==> src/rtl/mem_arbiter_if.sv <==
// Shared-memory arbiter bus: fetch port, load/store port and the memory-side signals.
// The arbiter uses the slave modport; requesters and the memory model use master.
interface mem_arbiter_if;
    logic        i_req;
    logic [63:0] i_addr;
    logic        i_ack;
    logic [31:0] i_rdata;

    logic        d_req;
    logic        d_we;
    logic [63:0] d_addr;
    logic [63:0] d_wdata;
    logic        d_ack;
    logic        d_err;
    logic [63:0] d_rdata;

    logic [63:0] mem_addr;
    logic [63:0] mem_wdata;
    logic        mem_wr;
    logic [63:0] mem_rdata;

    logic        busy;

    modport slave (
        input  i_req, i_addr, d_req, d_we, d_addr, d_wdata, mem_rdata,
        output i_ack, i_rdata, d_ack, d_err, d_rdata, mem_addr, mem_wdata, mem_wr, busy
    );

    modport master (
        output i_req, i_addr, d_req, d_we, d_addr, d_wdata, mem_rdata,
        input  i_ack, i_rdata, d_ack, d_err, d_rdata, mem_addr, mem_wdata, mem_wr, busy
    );
endinterface

==> src/rtl/mem_arbiter.sv <==
// Arbitrates the single 64-bit data memory between instruction fetch and load/store.
// Data port has fixed priority; a starvation counter lets fetch win after STARVE_MAX losses.
module mem_arbiter #(
    parameter int unsigned RD_LAT     = 1,
    parameter int unsigned STARVE_MAX = 4
) (
    input  logic           clk,
    input  logic           reset,
    mem_arbiter_if.slave   bus
);

    typedef enum logic [1:0] {IDLE, ACCESS, RESP} state_t;
    typedef enum logic {OWN_FETCH, OWN_DATA} owner_t;

    localparam logic [2:0] L_LAT    = 3'(RD_LAT);
    localparam logic [3:0] L_STARVE = 4'(STARVE_MAX);

    state_t      r_state;
    owner_t      r_owner;
    logic [2:0]  r_off;
    logic        r_we;
    logic [2:0]  r_lat;
    logic [3:0]  r_starve;
    logic        r_i_ack;
    logic        r_d_ack;
    logic        r_d_err;
    logic        r_mem_wr;
    logic [31:0] r_i_rdata;
    logic [63:0] r_d_rdata;
    logic [63:0] r_mem_addr;
    logic [63:0] r_mem_wdata;

    logic        w_grant_d;
    logic [63:0] w_sel_addr;
    logic        w_mis;

    assign w_grant_d  = bus.d_req & ~(bus.i_req & (r_starve == L_STARVE));
    assign w_sel_addr = w_grant_d ? bus.d_addr : bus.i_addr;
    // Only the data port can be misaligned; fetch addresses legitimately have bit 2 set.
    assign w_mis      = (r_owner == OWN_DATA) && (r_off != 3'b000);

    always_ff @(posedge clk or negedge reset) begin
        if (!reset) begin
            r_state     <= IDLE;
            r_owner     <= OWN_FETCH;
            r_off       <= '0;
            r_we        <= 1'b0;
            r_lat       <= '0;
            r_starve    <= '0;
            r_i_ack     <= 1'b0;
            r_d_ack     <= 1'b0;
            r_d_err     <= 1'b0;
            r_mem_wr    <= 1'b0;
            r_i_rdata   <= '0;
            r_d_rdata   <= '0;
            r_mem_addr  <= '0;
            r_mem_wdata <= '0;
        end else begin
            r_i_ack  <= 1'b0;
            r_d_ack  <= 1'b0;
            r_d_err  <= 1'b0;
            r_mem_wr <= 1'b0;
            unique case (r_state)
                IDLE: begin
                    if (bus.i_req && w_grant_d) begin
                        if (r_starve != L_STARVE) r_starve <= r_starve + 4'd1;
                    end else begin
                        r_starve <= '0;
                    end
                    if (bus.i_req || bus.d_req) begin
                        r_owner    <= w_grant_d ? OWN_DATA : OWN_FETCH;
                        r_off      <= w_sel_addr[2:0];
                        r_we       <= w_grant_d & bus.d_we;
                        r_mem_addr <= {w_sel_addr[63:3], 3'b000};
                        if (w_grant_d) r_mem_wdata <= bus.d_wdata;
                        r_mem_wr   <= w_grant_d & bus.d_we & (bus.d_addr[2:0] == 3'b000);
                        r_lat      <= '0;
                        r_state    <= ACCESS;
                    end
                end
                ACCESS: begin
                    if (r_we) begin
                        r_d_ack <= 1'b1;
                        r_d_err <= w_mis;
                        r_state <= RESP;
                    end else if (r_lat == L_LAT) begin
                        if (r_owner == OWN_DATA) begin
                            r_d_ack <= 1'b1;
                            r_d_err <= w_mis;
                            if (!w_mis) r_d_rdata <= bus.mem_rdata;
                        end else begin
                            r_i_ack   <= 1'b1;
                            r_i_rdata <= r_off[2] ? bus.mem_rdata[63:32] : bus.mem_rdata[31:0];
                        end
                        r_state <= RESP;
                    end else begin
                        r_lat <= r_lat + 3'd1;
                    end
                end
                RESP: begin
                    r_state <= IDLE;
                end
                default: begin
                    r_state <= IDLE;
                end
            endcase
        end
    end

    assign bus.i_ack     = r_i_ack;
    assign bus.i_rdata   = r_i_rdata;
    assign bus.d_ack     = r_d_ack;
    assign bus.d_err     = r_d_err;
    assign bus.d_rdata   = r_d_rdata;
    assign bus.mem_addr  = r_mem_addr;
    assign bus.mem_wdata = r_mem_wdata;
    assign bus.mem_wr    = r_mem_wr;
    assign bus.busy      = (r_state != IDLE);

endmodule

==> src/flat_wrapper.sv <==
// flat-port wrapper written by rule: the top's interface ports become plain ports
module mem_arbiter_flat 
#(
    parameter int unsigned RD_LAT     = 1,
    parameter int unsigned STARVE_MAX = 4
)
  (clk, reset, bus_i_req, bus_i_addr, bus_d_req, bus_d_we, bus_d_addr, bus_d_wdata, bus_mem_rdata, bus_i_ack, bus_i_rdata, bus_d_ack, bus_d_err, bus_d_rdata, bus_mem_addr, bus_mem_wdata, bus_mem_wr, bus_busy);
  mem_arbiter_if bus_i ();
  input  logic clk;
  input  logic reset;
  input wire logic [$bits(bus_i.i_req)-1:0] bus_i_req;
  input wire logic [$bits(bus_i.i_addr)-1:0] bus_i_addr;
  input wire logic [$bits(bus_i.d_req)-1:0] bus_d_req;
  input wire logic [$bits(bus_i.d_we)-1:0] bus_d_we;
  input wire logic [$bits(bus_i.d_addr)-1:0] bus_d_addr;
  input wire logic [$bits(bus_i.d_wdata)-1:0] bus_d_wdata;
  input wire logic [$bits(bus_i.mem_rdata)-1:0] bus_mem_rdata;
  output wire logic [$bits(bus_i.i_ack)-1:0] bus_i_ack;
  output wire logic [$bits(bus_i.i_rdata)-1:0] bus_i_rdata;
  output wire logic [$bits(bus_i.d_ack)-1:0] bus_d_ack;
  output wire logic [$bits(bus_i.d_err)-1:0] bus_d_err;
  output wire logic [$bits(bus_i.d_rdata)-1:0] bus_d_rdata;
  output wire logic [$bits(bus_i.mem_addr)-1:0] bus_mem_addr;
  output wire logic [$bits(bus_i.mem_wdata)-1:0] bus_mem_wdata;
  output wire logic [$bits(bus_i.mem_wr)-1:0] bus_mem_wr;
  output wire logic [$bits(bus_i.busy)-1:0] bus_busy;
  assign bus_i.i_req = bus_i_req;
  assign bus_i.i_addr = bus_i_addr;
  assign bus_i.d_req = bus_d_req;
  assign bus_i.d_we = bus_d_we;
  assign bus_i.d_addr = bus_d_addr;
  assign bus_i.d_wdata = bus_d_wdata;
  assign bus_i.mem_rdata = bus_mem_rdata;
  assign bus_i_ack = bus_i.i_ack;
  assign bus_i_rdata = bus_i.i_rdata;
  assign bus_d_ack = bus_i.d_ack;
  assign bus_d_err = bus_i.d_err;
  assign bus_d_rdata = bus_i.d_rdata;
  assign bus_mem_addr = bus_i.mem_addr;
  assign bus_mem_wdata = bus_i.mem_wdata;
  assign bus_mem_wr = bus_i.mem_wr;
  assign bus_busy = bus_i.busy;
  mem_arbiter #(.RD_LAT(RD_LAT), .STARVE_MAX(STARVE_MAX)) u_core (.clk(clk), .reset(reset), .bus(bus_i));
endmodule
==> config.mk <==
export PLATFORM = sky130hd
export DESIGN_NAME = mem_arbiter_flat
export DESIGN_NICKNAME = d
export VERILOG_FILES = /design/src/rtl/mem_arbiter_if.sv /design/src/rtl/mem_arbiter.sv /design/src/flat_wrapper.sv
export SDC_FILE = /design/constraint.sdc
export NUM_CORES = 1
export LEC_CHECK = 0
export ABC_AREA = 1
export BUFFER_PORTS_ARGS = -buffer_cell sky130_fd_sc_hd__buf_4
export CAP_MARGIN = 20
export CORE_MARGIN = 2
export CORE_UTILIZATION = 25
export DETAILED_ROUTE_END_ITERATION = 8
export SYNTH_ARGS = -nofsm -noshare
export SYNTH_HDL_FRONTEND = slang
export SYNTH_SLANG_ARGS = --single-unit
==> constraint.sdc <==
create_clock -name clk -period 4.3 [get_ports clk]
set_input_delay 0.215 -clock clk [delete_from_list [all_inputs] [get_ports clk]]
set_output_delay 0.215 -clock clk [all_outputs]
set_load 0.01 [all_outputs]
Word level (Yosys, flattened, before mapping)
Index checks and enable logic that the tools add are counted.
{"block": "totals", "register_bits": 239, "inputBits": 261}
{"block": "op_classes", "addsub": 2, "eq_ne": 9, "n_mux": 27, "n_bitwise": 8, "n_reduce_logical": 15}
{"operator": "64-bit 2-to-1 mux", "n": 1}
{"operator": "32-bit 2-to-1 mux", "n": 1}
{"operator": "1-bit 2-to-1 mux", "n": 15}
{"operator": "3-bit 2-to-1 mux", "n": 3}
{"operator": "4-bit 2-to-1 mux", "n": 2}
{"operator": "4-bit AND reduction", "n": 2}
{"operator": "2-bit 2-to-1 mux", "n": 3}
{"operator": "2-bit != test (second input constant)", "n": 3}
{"operator": "3-bit one-hot mux with 2 select lines", "n": 1}
{"operator": "2-bit AND reduction", "n": 3}
{"operator": "5-bit AND reduction", "n": 1}
{"operator": "4-bit by 1-bit adder with 4-bit output (second input constant)", "n": 1}
{"operator": "1-bit AND", "n": 4}
{"operator": "4-bit by 3-bit equality test with 1-bit output (second input constant)", "n": 1}
{"operator": "4-bit by 3-bit != test with 1-bit output (second input constant)", "n": 1}
{"operator": "1-bit inverter", "n": 4}
{"operator": "2-bit one-hot mux with 2 select lines", "n": 1}
{"operator": "2-bit nonzero test", "n": 2}
{"operator": "3-bit by 1-bit adder with 3-bit output (second input constant)", "n": 1}
{"operator": "3-bit by 1-bit equality test with 1-bit output (second input constant)", "n": 1}
{"operator": "3-bit zero test", "n": 1}
{"operator": "3-bit by 1-bit != test with 1-bit output (second input constant)", "n": 1}
{"operator": "3-bit AND reduction", "n": 1}
{"operator": "3-bit nonzero test", "n": 1}
{"operator": "5 further kinds", "n": 6}

Logic depth before layout (Yosys ltp)
Gate-level depths: netlist of run 1.
{"block": "depth", "ltp_word": 8, "mapped_depth": 11, "depth_no_buf": 9}

Least setup slack after synthesis of run 1
OpenSTA, ideal clock, no wires.
{"block": "synth_timing", "path_type": "register -> register", "start": "register u_core.r_starve[0]", "end": "register u_core.r_mem_addr[45], in the netlist u_core.bus.mem_addr[45]", "t_arrival_ns": 1.434, "t_required_ns": 4.182, "slack_ns": 2.748, "stages_incl_launch_ff": 11, "path_buffers": 2, "synth_period_minus_slack_ns": 1.552, "path_cell_list": "dfrtp_1 > inv_1 > ha_1 > nand2_1 > inv_1 > nand2_1 > buf_2 > buf_1 > nand3_1 > nand3_1 > nand2_1"}
{"block": "synth_via", "elab_chain_len": 5}
{"element": "start, declared", "line": "mem_arbiter.sv:23", "rtl": "logic [3:0] r_starve;"}
{"element": "start signal, assigned", "line": "mem_arbiter.sv:66", "rtl": "if (r_starve != L_STARVE) r_starve <= r_starve + 4'd1;"}
{"element": "4-bit by 3-bit equality test with 1-bit output", "line": "mem_arbiter.sv:37", "rtl": "assign w_grant_d = bus.d_req & ~(bus.i_req & (r_starve == L_STARVE));"}
{"element": "1-bit AND", "line": "mem_arbiter.sv:37"}
{"element": "1-bit inverter", "line": "mem_arbiter.sv:37"}
{"element": "1-bit AND", "line": "mem_arbiter.sv:37"}
{"element": "64-bit 2-to-1 mux", "line": "mem_arbiter.sv:38", "rtl": "assign w_sel_addr = w_grant_d ? bus.d_addr : bus.i_addr;"}
{"element": "end signal, assigned", "line": "mem_arbiter.sv:74", "rtl": "r_mem_addr <= {w_sel_addr[63:3], 3'b000};"}
{"element": "end, declared", "line": "mem_arbiter.sv:30", "rtl": "logic [63:0] r_mem_addr;"}
No other way between the ends.
A chain may end at the register's enable or synchronous reset.

Worst setup path after layout of run 1
{"block": "layout_timing", "start": "register u_core.r_starve[0]", "end": "register u_core.r_off[1]"}
{"block": "layout_via", "elab_chain_len": 5}
{"element": "4-bit by 3-bit equality test with 1-bit output", "line": "mem_arbiter.sv:37"}
{"element": "1-bit AND", "line": "mem_arbiter.sv:37"}
{"element": "1-bit inverter", "line": "mem_arbiter.sv:37"}
{"element": "1-bit AND", "line": "mem_arbiter.sv:37"}
{"element": "64-bit 2-to-1 mux", "line": "mem_arbiter.sv:38"}
{"element": "end signal, assigned", "line": "mem_arbiter.sv:72", "rtl": "r_off <= w_sel_addr[2:0];"}
{"element": "end, declared", "line": "mem_arbiter.sv:20", "rtl": "logic [2:0] r_off;"}
No other way between the ends.

==> results.md, run 1 <==
- Status: finished, final reports clean
- Area of combinational cells with multiple inputs: 3810 sq um
- HPWL Detailed: 27,200 um
- Crit Path Class: flop to flop
- Filler instances: between 4,000 and 5,000
- Yosys reg bits: about 240
- Met2 routed WL: 19,400 um
- Critical Path Most Common Cell: nand2_1
- Yosys cell types: 22
- Max_slew headroom: 0.375
- Slowest stage delay, CP: a little under 0.6 ns
- Largest net degree at the start of global routing: between 100 and 150
- Setup WS post-layout: approximately 1.3 ns
- Initial drt markers: approximately 650
- WL met1: about 16,000 um
- Setup_tns: 0 ns
- WL met3: 3220 um
- Worst-path clk slew: 0.06 ns
- CP max-delay cell: buf_4
- Worst-path fanout max: 64
- I/O Buffers: ~490
- Via count: around 12,000
- Die Area: 44,500 sq um
- H-tree depth: 1
- Post-place setup slack: 1.80 ns
- Initial DRT Pass Iterations: 6
- Max-cap violations: 0
- Fraction of layout cells with a size suffix above 1: 0.280
- Buf/Inv on CP: 5
- Core Region: around 42,000 sq um
- CTS root buf: clkbuf_16
- Worst Path Arrival: 3.45 ns
- Synth-to-layout area growth: 70.3%
- Worst slew pin tran: ~0.94 ns
- Filler-free cell count of the finished design: about 2,600
- Share of the synthesized area in the top cell type: 0.559
- Startpoint types: flop
- CTS tree: done
- Commonest non-fill, non-tap cell in the layout: nand2_1
- Cell Pwr Density: 623 nW/um^2
- Syn Inst Count: 1,359
- Routed Antenna Nets: 0
- Pins Over Slew Limit: 0
- Synth Area per Inst: 7.88 sq um
- Power after layout: roughly 11 mW
- Top cells by area, synth: dfrtp_1 56%, nand2_1 22%, nand3_1 6.5%, inv_1 5.2%, o21ai_0 3.2%
- Gr usage total: 0.176
- First-pass GRT wire length: 62,700 um
- Nets@finish: around 2,300
- WL/cell: around 15 um
- Most frequent cells in the layout: 629 x nand2_1, 496 x buf_4, 251 x dlygate4sd3_1
- Req. time, crit path: 4.76 ns
- Internal reg-to-reg setup slack: ~1.3 ns
- Min Tclk post-route: between 2 and 3 ns
- GRT overflow: 0
- Post-CTS Resized: 0
- Hold Fails Final Rpt: 0
- Seq/Total Area, Yosys: 0.559
- Peak supply drop: around 360 uV
- Top sig layer: met5
- Area leader, netlist: dfrtp_1
- Crit share post-route: 0.695
- Die H: between 200 and 250 um
- Die X: roughly 210 um
- Post-CTS Setup Bufs: 0
- Flip-flop and latch area: around 6000 sq um
- CTS Buf Count: 28
- Std-Cell Rows: 75
- Leak Pwr: around 9.8 nW
- Starting density of the core: 0.254
- Clock Latency Late Sink: between 0.5 and 0.6 ns
- Fin Clk Skew: a little over 0.03 ns
- Finish-stage setup viols: 0
- Synthesized area: 10,700 sq um
- Via density: ~4.4
- Critical path capture point type: flop
- Critical-path cell list: inv_1, ha_1, nand2_1, inv_1, nand2_2, nand2_2, buf_4, nand2_1, nand3_1, dlygate4sd3_1, nand2_1, dlygate4sd3_1
- RSZ-0062 raised after global routing: false
- Highest Clock Rate: ~330 MHz
- Tightest Hold Check Type: primary input to flop
- Vias in the first global route: 11,850
- YS warnings: 0
- Total Wirelength: between 40,000 and 50,000 um
- Cells after DPL: 2,322
- Routability cong.: between 0.8 and 0.9
- I/O Pins: 490
- Sink Count: about 240
- Number of remaining DRC errors: 0
- Clock buffer depth: 3
- Initial antenna violation count: 6
- CP top delay family: buffers and inverters
sequential cells by signal, summed over array words and instances (netlist names):
| name | cells |
|---|---|
| u_core.r_lat | 3 |
| u_core.bus.d_err | 1 |
| u_core.bus.d_rdata | 64 |
| u_core.r_off | 3 |
| u_core.bus.mem_addr | 61 |
| u_core.bus.i_ack | 1 |
| u_core.bus.mem_wr | 1 |
| u_core.r_owner | 1 |
| u_core.bus.i_rdata | 32 |
| u_core.r_state | 2 |
| u_core.bus.d_ack | 1 |
| u_core.r_we | 1 |
| u_core.r_starve | 4 |
| u_core.bus.mem_wdata | 64 |
report_power, final:
group	switching [mW]	internal (mW)	total, mW
combinational	2.54	2.43	4.96
clock	0.988	1.37	2.36
sequential	0.686	3.35	4.04
repair_timing:
action	CTS	global route
hold endpoints to repair	323	0
setup endpoints to repair	0	0
hold buffers	251	0
synthesized netlist by cell type, drive strengths merged:
master    n
a21oi     1
buf      51
clkbuf   26
conb      1
dfrtp   239
ha        4
inv     148
nand2   632
nand3   138
nand4     1
nor2     12
o21ai    70
o22ai     2
or2      32
xnor2     1
xor2      1
worst register-to-register path, delay by kind of cell (launching register included):
kind	cells	cell delay (ns)
buf+inv	5	1.88
simple gates	6	0.44
flops	1	0.40
fa+ha+maj	1	0.15
final cells by class:
type	count	area share
Clock inverter	11	0.00762
Sequential cell	239	0.328
Tap cell	539	0.0370
Multi-Input combinational cell	897	0.209
Timing Repair Buffer	750	0.345
Clock buffer	37	0.0419
Inverter	148	0.0305
Antenna cell	5	0.000686
through the flow:
stage | utilization | hold WS (ns) | instance area (sq um)
6_report | 0.433 | 0.0184 | 18200
5_1_grt | 0.433 | 0.0337 | 18200
4_1_cts | 0.432 | 0.000588 | 18200
3_5_place_dp | 0.351 | 0.385 | 14800
3_3_place_gp | 0.351 | 0.383 | 14800
2_1_floorplan | - | -0.0806 | 10700
kinds of logic (layout without fill, tap and decap cells):
| group | Yosys count | after routing | share of synthesized area |
|---|---|---|---|
| flip-flops | 239 | 239 | 0.559 |
| XOR/XNOR | 2 | 2 | 0.00164 |
| adder cells (fa/ha/maj) | 4 | 4 | 0.00467 |
| AO/OA/AOI/OAI | 73 | 73 | 0.0347 |
| other | 1 | 8 | 0.000350 |
| buffers and inverters | 225 | 946 | 0.0890 |
| AND/OR/NAND/NOR | 815 | 815 | 0.311 |
layer usage:
metal / vias to the layer above / GRT usage
met2: 515 / 0.308
met3: 105 / 0.0421
met5: - / 0
met1: 5400 / 0.207
met4: 2 / 0.0692
li1: 5535 / -
worst paths after layout:
kind                                                 startpoint                                    to  cells past startpoint
setup / recovery                 u_core.r_starve[0]$_DFFE_PN0P_           u_core.r_off[1]$_DFFE_PN0P_                     12
hold / removal                                   bus_d_addr[30]   u_core.bus.mem_addr[30]$_DFFE_PN0P_                      5
setup reg to reg                 u_core.r_starve[0]$_DFFE_PN0P_           u_core.r_off[1]$_DFFE_PN0P_                     12
hold reg to reg            u_core.bus.mem_wdata[42]$_DFFE_PN0P_  u_core.bus.mem_wdata[42]$_DFFE_PN0P_                      2
max in group asynchronous                                 reset     u_core.bus.i_rdata[4]$_DFFE_PN0P_                      3
min in group asynchronous                                 reset   u_core.bus.mem_addr[41]$_DFFE_PN0P_                      2
Note: power is estimated with default switching activity, not from simulation.
==> inputs of run 2 (changes only) <==
Clock period 4.3 ns to 2.5 ns, I/O delays scaled along.
==> run 2 against run 1 <==
  * Clock skew is 0.0054 ns lower
  * Global-route usage hardly changed
  * First-iteration DRC count is 27% higher
  * Clock power is 64% higher
  * Sequential share of layout area is 0.37 points lower
  * Non-clock buffer count is 17 higher
  * Design area is 1.1% higher
  * Count of clock-buffer cells in the layout is 5 higher
  * Largest cell class unchanged
==> results.md, run 2 (synthesis gave the netlist of run 1 again) <==
- Max-cap violations: 0
- Clock Latency Late Sink: between 0.5 and 0.6 ns
- CTS root buf: clkbuf_16
- Routability cong.: approximately 0.81
- Worst-path clk slew: approximately 0.060 ns
- Critical path capture point type: flop
- Switch Pwr: just over 7 mW
- Crit Path Class: flop to flop
- CP top delay family: buffers and inverters
- Worst slew pin tran: 0.772 ns
- HPWL Detailed: approximately 27,000 um
- Worst Path Arrival: 2.76 ns
- Worst-path fanout max: 51
- Via count: approximately 11,000
- Filler-free cell count of the finished design: approximately 2,600
- Buf/Inv on CP: 4
- Gr usage total: 0.176
- Die Area: approximately 44,000 sq um
- Power after layout: between 15 and 20 mW
- Switching part of the total: 0.371
- Finish-stage setup viols: 0
- RSZ-0062 raised after global routing: false
- Setup_tns: 0 ns
- Initial antenna violation count: 2
- Cell Pwr Density: roughly 1100 nW/um^2
- WL/cell: around 15 um
- Synth-to-layout area growth: 72.2%
- Tightest Hold Check Type: primary input to async pin
- Std-Cell Rows: 75
- Routed Antenna Nets: 0
- Number of remaining DRC errors: 0
- Vias in the first global route: about 12,000
- Min Tclk post-route: roughly 2.3 ns
- Clock buffer depth: 3
- Peak supply drop: 494 uV
- Combinational power share: 0.445
- Max_slew headroom: 0.485
- Req. time, crit path: between 2 and 3 ns
- Most frequent cells in the layout: 629 x nand2_1, 493 x buf_4, 263 x dlygate4sd3_1
- Final core area utilization: 0.438
- Fraction of layout cells with a size suffix above 1: 0.278
- Via density: 4.34
- Core Region: roughly 42,000 sq um
- CTS tree: done
- Crit share post-route: 0.925
- Hold Fails Final Rpt: 0
- GRT overflow: 0
- Die X: ~210 um
- Fin Clk Skew: 0.0253 ns
- Critical Path Most Common Cell: nand2_1
- Leak Pwr: between 9 and 10 nW
- Nets@finish: 2,346
- R2r endpoint: u_core.bus.mem_addr[50]$_DFFE_PN0P_
- Die H: 211 um
- Sink Count: between 200 and 250
- Highest Clock Rate: between 400 and 500 MHz
- Critical-path cell list: inv_1, ha_1, nand2_1, inv_1, nand2_2, nand2_4, buf_12, nand2_1, nand3_1, dlygate4sd3_1, nand2_1
- Startpoint types: flop
- Register-to-Register Path Depth: 11
- Clock power frac: 0.198
- Total Wirelength: between 40,000 and 50,000 um
- First-pass GRT wire length: 62,500 um
- Cells after DPL: about 2,300
- R2R Path Start: u_core.r_starve[0]$_DFFE_PN0P_
- Internal reg-to-reg setup slack: around 0.19 ns
- Largest net degree at the start of global routing: between 70 and 80
- Int Pwr: between 10 and 15 mW
- Pins Over Slew Limit: 0
- Hold Slack: roughly 0.14 ns
- CP max-delay cell: dlygate4sd3_1
- Initial DRT Pass Iterations: 5
- Seq pwr share: 0.357
- Status: finished, final reports clean
- I/O Pins: roughly 500
- Commonest non-fill, non-tap cell in the layout: nand2_1
- I/O Buffers: approximately 500
- Starting density of the core: 0.254
- CTS Buf Count: 28
- Slowest stage delay, CP: 0.58 ns
- Initial drt markers: ~820
- H-tree depth: 1
## run 2: cell count changes in the layout (fill, tap and decap cells not counted), moves of 3 or more
cell           change
clkbuf_8           +3
dlygate4sd3_1     +12
clkinv_2           -3
buf_12             +8
diode_2            -3
buf_4              -3
## run 2: per-layer routing
metal	wire length, um	vias to the layer above	track usage
met1	16500	5342	0.212
li1	-	5557	-
met4	1390	0	0.0653
met5	0	-	0
met3	3060	79	0.0415
met2	19400	472	0.304
## run 2: worst max-delay path by stage
stage	end	cells after the start	start
3_5_place_dp	u_core.bus.mem_wdata[21]$_DFFE_PN0P_	10	u_core.r_starve[0]$_DFFE_PN0P_
2_1_floorplan	u_core.bus.mem_addr[45]$_DFFE_PN0P_	10	u_core.r_starve[0]$_DFFE_PN0P_
5_1_grt	u_core.bus.mem_addr[27]$_DFFE_PN0P_	11	u_core.r_starve[0]$_DFFE_PN0P_
4_1_cts	u_core.bus.mem_addr[19]$_DFFE_PN0P_	11	u_core.r_starve[0]$_DFFE_PN0P_
3_3_place_gp	u_core.bus.mem_wdata[53]$_DFFE_PN0P_	10	u_core.r_starve[0]$_DFFE_PN0P_
6_report	u_core.bus.mem_addr[50]$_DFFE_PN0P_	11	u_core.r_starve[0]$_DFFE_PN0P_
## run 2: per-stage QoR
step / setup WS, ns / cell area [sq um]
6_report: 0.186 / 18400
5_1_grt: 0.0289 / 18400
4_1_cts: 0.110 / 18400
3_5_place_dp: 0.523 / 14900
3_3_place_gp: 0.596 / 14900
2_1_floorplan: 0.948 / 10700
## run 2: cell type report
type	instances	area, sq um
Inverter	148	556
Timing Repair Buffer	767	6550
Sequential cell	239	5980
Antenna cell	2	5.00
Tap cell	539	674
Clock inverter	3	40.0
Clock buffer	42	813
Multi-Input combinational cell	897	3820
Fill cell	4011	23700
## run 2: what timing repair did
item | 4_1_cts | 5_1_grt
resized for setup | 0 | 1
setup buffers | 0 | 0
hold endpoints to repair | 298 | 0
endpoints found under the setup margin | 0 | 45
hold buffers | 263 | 0
## run 2: power groups by stage
stage                     combinational, mW  sequential (mW)  clock [mW]
after floorplan                        2.84             7.62           0
after global placement                 7.92             6.91           0
after detailed placement               8.01             6.94           0
after CTS                              8.68             6.94        3.98
after global routing                   9.54             7.18        4.15
final                                  8.67             6.95        3.86
